### src/rtl/gbsha_ttfir_mac.sv
// Time-multiplexed, coefficient-programmable FIR: one signed MAC walks N_TAPS taps per sample, with shift and saturation.
// Latency: sample accepted at edge t, result valid (out_valid) from edge t+N_TAPS; sample period N_TAPS+2 with out_ready high.
// Backpressure: y_out/out_valid hold in OUT until out_ready; in_ready stays low until the result is taken.
//
// Ports:
//   clk, rst         - single clock, asynchronous active-high reset
//   cfg_en, cfg_data - coefficient shift-in strobe and word (IDLE only)
//   in_valid, in_ready, x_in    - sample input handshake
//   out_valid, out_ready, y_out - result output handshake, y_out signed and saturated
module gbsha_ttfir_mac #(
    parameter int N_TAPS  = 6,
    parameter int BW_in   = 6,
    parameter int BW_coef = 4,
    parameter int BW_out  = 8,
    parameter int SHIFT   = 0
) (
    input  logic                      clk,
    input  logic                      rst,
    input  logic                      cfg_en,
    input  logic signed [BW_coef-1:0] cfg_data,
    input  logic                      in_valid,
    output logic                      in_ready,
    input  logic signed [BW_in-1:0]   x_in,
    output logic                      out_valid,
    input  logic                      out_ready,
    output logic signed [BW_out-1:0]  y_out
);

    localparam int TAP_W = $clog2(N_TAPS);
    localparam int ACC_W = BW_in + BW_coef + TAP_W;
    localparam int PROD_W = BW_in + BW_coef;

    // Clamp bounds expressed at accumulator width; the minimum is the bitwise
    // complement of the maximum in two's complement.
    localparam logic signed [ACC_W-1:0] SAT_MAX = ACC_W'((1 <<< (BW_out - 1)) - 1);
    localparam logic signed [ACC_W-1:0] SAT_MIN = ~SAT_MAX;

    typedef enum logic [1:0] {
        IDLE = 2'd0,
        MAC  = 2'd1,
        OUT  = 2'd2
    } state_t;

    state_t state;
    state_t state_nxt;

    logic signed [BW_in-1:0]   x [N_TAPS];
    logic signed [BW_coef-1:0] c [N_TAPS];
    logic signed [ACC_W-1:0]   acc;
    logic [TAP_W-1:0]          tap;

    logic signed [PROD_W-1:0]  prod;
    logic signed [ACC_W-1:0]   acc_nxt;
    logic signed [ACC_W-1:0]   shifted;
    logic signed [ACC_W-1:0]   clamped;
    logic                      last_tap;

    // Full-precision signed product of the current tap, sign-extended into the accumulator.
    assign prod     = PROD_W'(x[tap]) * PROD_W'(c[tap]);
    assign acc_nxt  = acc + ACC_W'(prod);
    assign shifted  = acc_nxt >>> SHIFT;
    assign last_tap = (tap == TAP_W'(N_TAPS - 1));

    always_comb begin
        clamped = shifted;
        if (shifted > SAT_MAX) begin
            clamped = SAT_MAX;
        end else if (shifted < SAT_MIN) begin
            clamped = SAT_MIN;
        end
    end

    // State register
    always_ff @(posedge clk or posedge rst) begin
        if (rst) begin
            state <= IDLE;
        end else begin
            state <= state_nxt;
        end
    end

    // Next-state and in_ready. A coefficient stroke blocks sample acceptance
    // in the same cycle, so in_ready drops combinationally with cfg_en.
    always_comb begin
        state_nxt = state;
        in_ready  = 1'b0;
        case (state)
            IDLE: begin
                in_ready = !cfg_en;
                if (!cfg_en && in_valid) begin
                    state_nxt = MAC;
                end
            end
            MAC: begin
                if (last_tap) begin
                    state_nxt = OUT;
                end
            end
            OUT: begin
                if (out_valid && out_ready) begin
                    state_nxt = IDLE;
                end
            end
            default: state_nxt = IDLE;
        endcase
    end

    // Datapath: delay line, coefficients, accumulator and output register.
    always_ff @(posedge clk or posedge rst) begin
        if (rst) begin
            for (int k = 0; k < N_TAPS; k++) begin
                x[k] <= '0;
                c[k] <= (k == 0) ? BW_coef'(1) : '0;
            end
            acc       <= '0;
            tap       <= '0;
            y_out     <= '0;
            out_valid <= 1'b0;
        end else begin
            case (state)
                IDLE: begin
                    if (cfg_en) begin
                        // Shift register toward c[0]: the first word written ends up in c[0]
                        // after N_TAPS strokes.
                        for (int k = 0; k < N_TAPS - 1; k++) begin
                            c[k] <= c[k+1];
                        end
                        c[N_TAPS-1] <= cfg_data;
                    end else if (in_valid) begin
                        x[0] <= x_in;
                        for (int k = 1; k < N_TAPS; k++) begin
                            x[k] <= x[k-1];
                        end
                        acc <= '0;
                        tap <= '0;
                    end
                end
                MAC: begin
                    acc <= acc_nxt;
                    tap <= tap + TAP_W'(1);
                    if (last_tap) begin
                        y_out     <= clamped[BW_out-1:0];
                        out_valid <= 1'b1;
                    end
                end
                OUT: begin
                    if (out_ready) begin
                        out_valid <= 1'b0;
                    end
                end
                default: begin
                end
            endcase
        end
    end

endmodule

### config.mk
export PLATFORM = sky130hd
export DESIGN_NAME = gbsha_ttfir_mac
export DESIGN_NICKNAME = d
export VERILOG_FILES = /design/src/rtl/gbsha_ttfir_mac.sv
export SDC_FILE = /design/constraint.sdc
export NUM_CORES = 1
export LEC_CHECK = 0
export ABC_AREA = 1
export BUFFER_PORTS_ARGS = -buffer_cell sky130_fd_sc_hd__buf_2
export CORE_AREA = 8 8 116 118
export DETAILED_ROUTE_END_ITERATION = 10
export DIE_AREA = 0 0 124 126
export MAX_ROUTING_LAYER = met4
export PLACE_DENSITY_LB_ADDON = 0.2
export SLEW_MARGIN = 0
export SYNTH_ARGS = -nofsm -noshare
export SYNTH_HDL_FRONTEND = slang
export SYNTH_SLANG_ARGS = --single-unit
### constraint.sdc
create_clock -name clk -period 4.6 [get_ports clk]
set_clock_uncertainty 0.15 [all_clocks]
set_input_delay 1.38 -clock clk [delete_from_list [all_inputs] [get_ports clk]]
set_output_delay 1.38 -clock clk [all_outputs]
set_load 0.01 [all_outputs]
; ---- After elaboration in Yosys (flattened, before gate mapping)
; Cells that the tools add are included.
; W data, S select, Z words.
[word_totals]
elab_cells = 68
register_bits = 87
output_inout_bits = 10
in_bits = 15
[classes]
order_cmp = 3
bitwise_logic = 2
reduce_logical = 12
add_sub_neg = 2
multipliers = 1
n_eq_ne = 9
mux = 22
[ops]
columns = operator, n
row1 = $mux W13, 2
row2 = $pmux W13 S2, 1
row3 = $bmux W6 S3, 1
row4 = $mux W8, 2
row5 = $add A13 B10 Y13, 1
row6 = $gt A13 B8 Y1 const B, 1
row7 = $lt A13 B8 Y1 const B, 1
row8 = $bmux W4 S3, 1
row9 = $mux W6, 2
row10 = $ne A2 B2 Y1 const B, 6
row11 = $reduce_and A3 Y1, 4
row12 = $mul A6 B4 Y10, 1
row13 = $mux W4, 2
row14 = $mux W2, 3
row15 = $mux W3, 2
row16 = $pmux W2 S3, 1
row17 = $pmux W3 S2, 1
row18 = $ge A4 B4 Y1 const B, 1
row19 = $not A3 Y4, 1
row20 = $reduce_and A2 Y1, 2
row21 = $reduce_bool A2 Y1, 2
row22 = $add A3 B1 Y3 const B, 1
row23 = $eq A3 B3 Y1 const B, 1
row24 = $mux W1, 3
row25 = 7 further kinds, 8

; ---- Longest topological paths before layout
[logic_depth]
depth_word = 9
depth_mapped = 28
mapped_depth_nobuf = 27

; ---- Worst setup path after synthesis
; Ideal clock, no wire load.
[synth_path]
path_type = register to register
startpoint = reg tap[0]
endpoint = reg y_out[0]
setup_slack_ns = -0.152
period_less_slack_ns = 4.752
t_arrival_ns = 4.473
required_time_ns = 4.321
stages_incl_launch_ff = 23
setup_time_ns = 0.129
n_path_buf = 2
path_cell_list = dfrtp_1 > buf_4 > buf_2 > o21ai_0 > o21ai_0 > a21oi_1 > inv_1 > or2_2 > fa_1 > fa_1 > fa_1 > inv_1 > fa_1 > nand3_1 > nand3_1 > nand2_1 > nand2_1 > nand2_1 > nand2_1 > nor2_1 > nand3_1 > a21oi_4 > a21oi_1
[synth_between]
elab_chain_cells = 9
word_cells_on_any_way = 15
cone_classes = add/sub (1) / mul (1) / order compare (2) / eq/ne (1) / mux (8) / bitwise (1) / reduce/logical (1)
[synth_rtl]
columns = element, line_no
row1 = start: declaration, 50  ; logic [TAP_W-1:0] tap;
row2 = start signal: assignment, 140  ; tap <= tap + TAP_W'(1);
row3 = $not A3 Y4 (implied by the code), 59  ; assign prod = PROD_W'(x[tap]) * PROD_W'(c[tap]);
row4 = $bmux W6 S3 / $bmux W4 S3 (equally long branches), 59
row5 = $mux W6 (implied by the code) / $mux W4 (equally long branches) (2 in a row), 59
row6 = $mul A6 B4 Y10, 59
row7 = $add A13 B10 Y13, 60  ; assign acc_nxt = acc + ACC_W'(prod);
row8 = $lt A13 B8 Y1, 68  ; end else if (shifted < SAT_MIN) begin
row9 = $mux W8, 68
row10 = $mux W8, 66  ; if (shifted > SAT_MAX) begin
row11 = end signal: assignment, 142  ; y_out <= clamped[BW_out-1:0];
row12 = end: declaration, 26  ; output logic signed [BW_out-1:0] y_out
; Parallel ways exist; a longest one is shown, timed or not. The select of a mux whose other input is x is not followed.
; A chain may end at the register's enable or synchronous reset.

; ---- Worst setup path in the final report
[layout_path]
startpoint = reg tap[0]
endpoint = reg y_out[5]
; The elaborated chain is that of the path after synthesis.

==> impl_metrics.yaml <==
final_layout:
  diodes: 0
  multi_input_area_um2: 3240
  num-fill-cells: 972
  layout.nets: 881
  seq_area_um2: 2180
  syn2layout_area_growth_pct: 30.9
  layout.cells.non_filler: 963
  utilization: 0.629
  layout-drive-gt1-share: 0.303
route:
  vias: 4906
  viasPerCell: 5.09
  drt-total-wl_mm: 14.3
  drc: 0
  drtPass1Iterations: 4
  wl_per_cell_um: 14.9
  drt_iter0_markers: 229
  ant_nets: 0
place:
  dp_cells: 916
  hpwl_mm: 9.41
  port_buffers: 24
  place.gp.congestion: 0.895
  post-place-ws_ps: -303
setup_path:
  critPathCaptureType: "flip-flop"
  crit_path_max_fanout: 7
  slowest_delay_ps: 530
  r2r_slack_ps: -270
  reg2reg_depth: 22
  worstPathArrival_ps: 4940
  start_kind: "flip-flop"
  reg2reg_to: "y_out[5]"
  cpMostUsedCell: "fa_1"
  r2r_start: "tap[0]"
  required_ps: 4670
  startpoint: "tap[0]"
  path_cells: "buf_8, clkinv_8, a21oi_2, o21ai_1, a21oi_1, a31oi_1, buf_4, or2_4, fa_1, fa_1, fa_1, inv_2, fa_2, buf_6, nand2_4, nand4_1, nand2_2, nand2_2, nor2_4, nand3_2, a21oi_4, a21oi_1"
  critPathKind: "flip-flop to flip-flop"
  critPathSlowestCell: "fa_1"
  endpoint: "y_out[5]"
logic_synthesis:
  synth.distinct_cells: 34
  syn_inst: 718
  syn_area_per_cell_um2: 7.83
  synth_common_cells: "157 x nand2_1, 134 x inv_1, 86 x dfrtp_1"
  synth_nets: 788
  synth.top_cell.area_share: 0.383
  ys_ff_latch: 87
  synth_top_cell_by_area: "dfrtp_1"
  synth-edff-count: 0
  synth_most_common_cell: "nand2_1"
  mappedNetlistArea_um2: 5620
  synth.area.top_cells: "dfrtp_1 38%, nand2_1 10%, fa_1 9.3%, inv_1 8.9%, o21ai_0 6.8%"
  synth_ff_type: "dfrtp_1"
  ys_seq_area_frac: 0.387
  ys.warnings.count: 0
  async_reset_ff_frac: 1.00
run:
  max_cap_violations: 0
floorplan:
  start_util: 0.480
  dieArea_um2: 15600
  core-area_um2: 11700
  ios: 25
  die_w_um: 124
  die_h_um: 126
  rows: 40
global_routing:
  grt_pass1_vias: 4934
  antenna_found_initial: 0
  grt_start_max_net_pins: 68
  grtUsageTotal: 0.191
  overflow: 0
  grt_pass1_wl_mm: 23.3
clock_tree:
  clk_pin_slew_ps: 60
  cts_max_path_buffers: 2
  h-tree-depth: 3
  cts-root-buf: "clkbuf_16"
  cts.sinks: 87
  cts_made_buffers: 9
  cts_tree: "done"
  clock_latency_ps: 340
sta:
  rsz0062_at_grt: "true"
  drv_slew: 0
  fin_crit_ps: 4870
  hold_slack_ps: 338
  max_freq_ghz: 0.205
  worstMarginPinSlew_ps: 1060
  hold_viol_final: 0
  setup_viol: 10
  slew_headroom: 0.293
  finalCritPeriodShare: 1.06
  worst_slack_ps: -271
min_path:
  hold_class: "flip-flop to flip-flop"
  whs_path_depth: 2
status:
  violations: "setup timing"
  status: "complete, but fails checks"
## metal layers
layer | global-route usage | wire (µm) | vias to the layer above
met5 | - | 0 | -
met4 | 0.0854 | 480 | 0
met3 | 0.0299 | 432 | 36
met2 | 0.315 | 7270 | 85
met1 | 0.226 | 6120 | 2364
li1 | - | - | 2421
## flip-flops by register name (all words and copies together), names as in the netlist
signal	count
acc	13
c	24
x	36
y_out	8
tap	3
out_valid	1
state	2
## worst min-delay path by stage
stage | from | endpoint | slack (ps)
2_1_floorplan | x[0] | x[0] | 280
3_3_place_gp | x[4] | x[4] | 310
3_5_place_dp | x[1] | x[1] | 320
4_1_cts | x[11] | x[11] | 340
5_1_grt | x[1] | x[1] | 370
6_report | x[11] | x[11] | 340
## area by class of cell
class / instances / share of cell area
Multi-Input combinational cell: 466 / 0.440
Sequential cell: 87 / 0.296
Timing Repair Buffer: 106 / 0.122
Inverter: 140 / 0.0733
Clock buffer: 12 / 0.0348
Tap cell: 147 / 0.0250
Clock inverter: 4 / 0.00714
Timing Repair inverter: 1 / 0.00119
## worst max-delay path: cells and delay by family (launching register included)
kind,cells,cell delay [ps]
compound gates,6,820
fa+ha+maj,4,1850
buf+inv,5,640
flops,1,470
simple gates,7,800
## logic make-up after synthesis
kind of cell               Yosys count  synth area share
AOI/OAI and AO/OA                  129             0.121
adders and majority gates           55             0.157
DFF                                 87             0.387
xor gates and xnor gates             5           0.00779
and+or+nand+nor                    272             0.202
buffers and inverters              165             0.115
muxes                                5            0.0100
## layout by cell type, fill, tap and decap left out, drive strengths merged, types with 3 or more instances in the layout
cell type,netlist,routed
o21ai,76,76
xor2,3,3
clkbuf,16,12
nor2,63,63
o211ai,3,3
nand3,38,38
dfrtp,86,86
clkinv,0,4
nand4,4,4
buf,9,106
mux2,5,5
fa,26,26
ha,29,29
nand2,163,163
a21oi,45,45
inv,140,140
## per-stage QoR
step / setup TNS (ps) / cell area, µm²
2_1_floorplan: 0 / 5630
6_report: -2090 / 7360
3_3_place_gp: -2350 / 6230
3_5_place_dp: -2530 / 6230
4_1_cts: -718 / 7060
5_1_grt: -4460 / 7360
## what timing repair did
item / CTS / global route
hold endpoints to repair: 0 / 0
gates resized for setup: 91 / 68
pin swaps: 29 / 43
endpoints found under the setup margin: 9 / 15
buffers inserted: 19 / 10
hold buffers: 0 / 0
cloned: 3 / 1
Power is left out: the tool's default activity adds up to more than one toggle a clock period on the data nets, which glitch-free logic cannot reach.
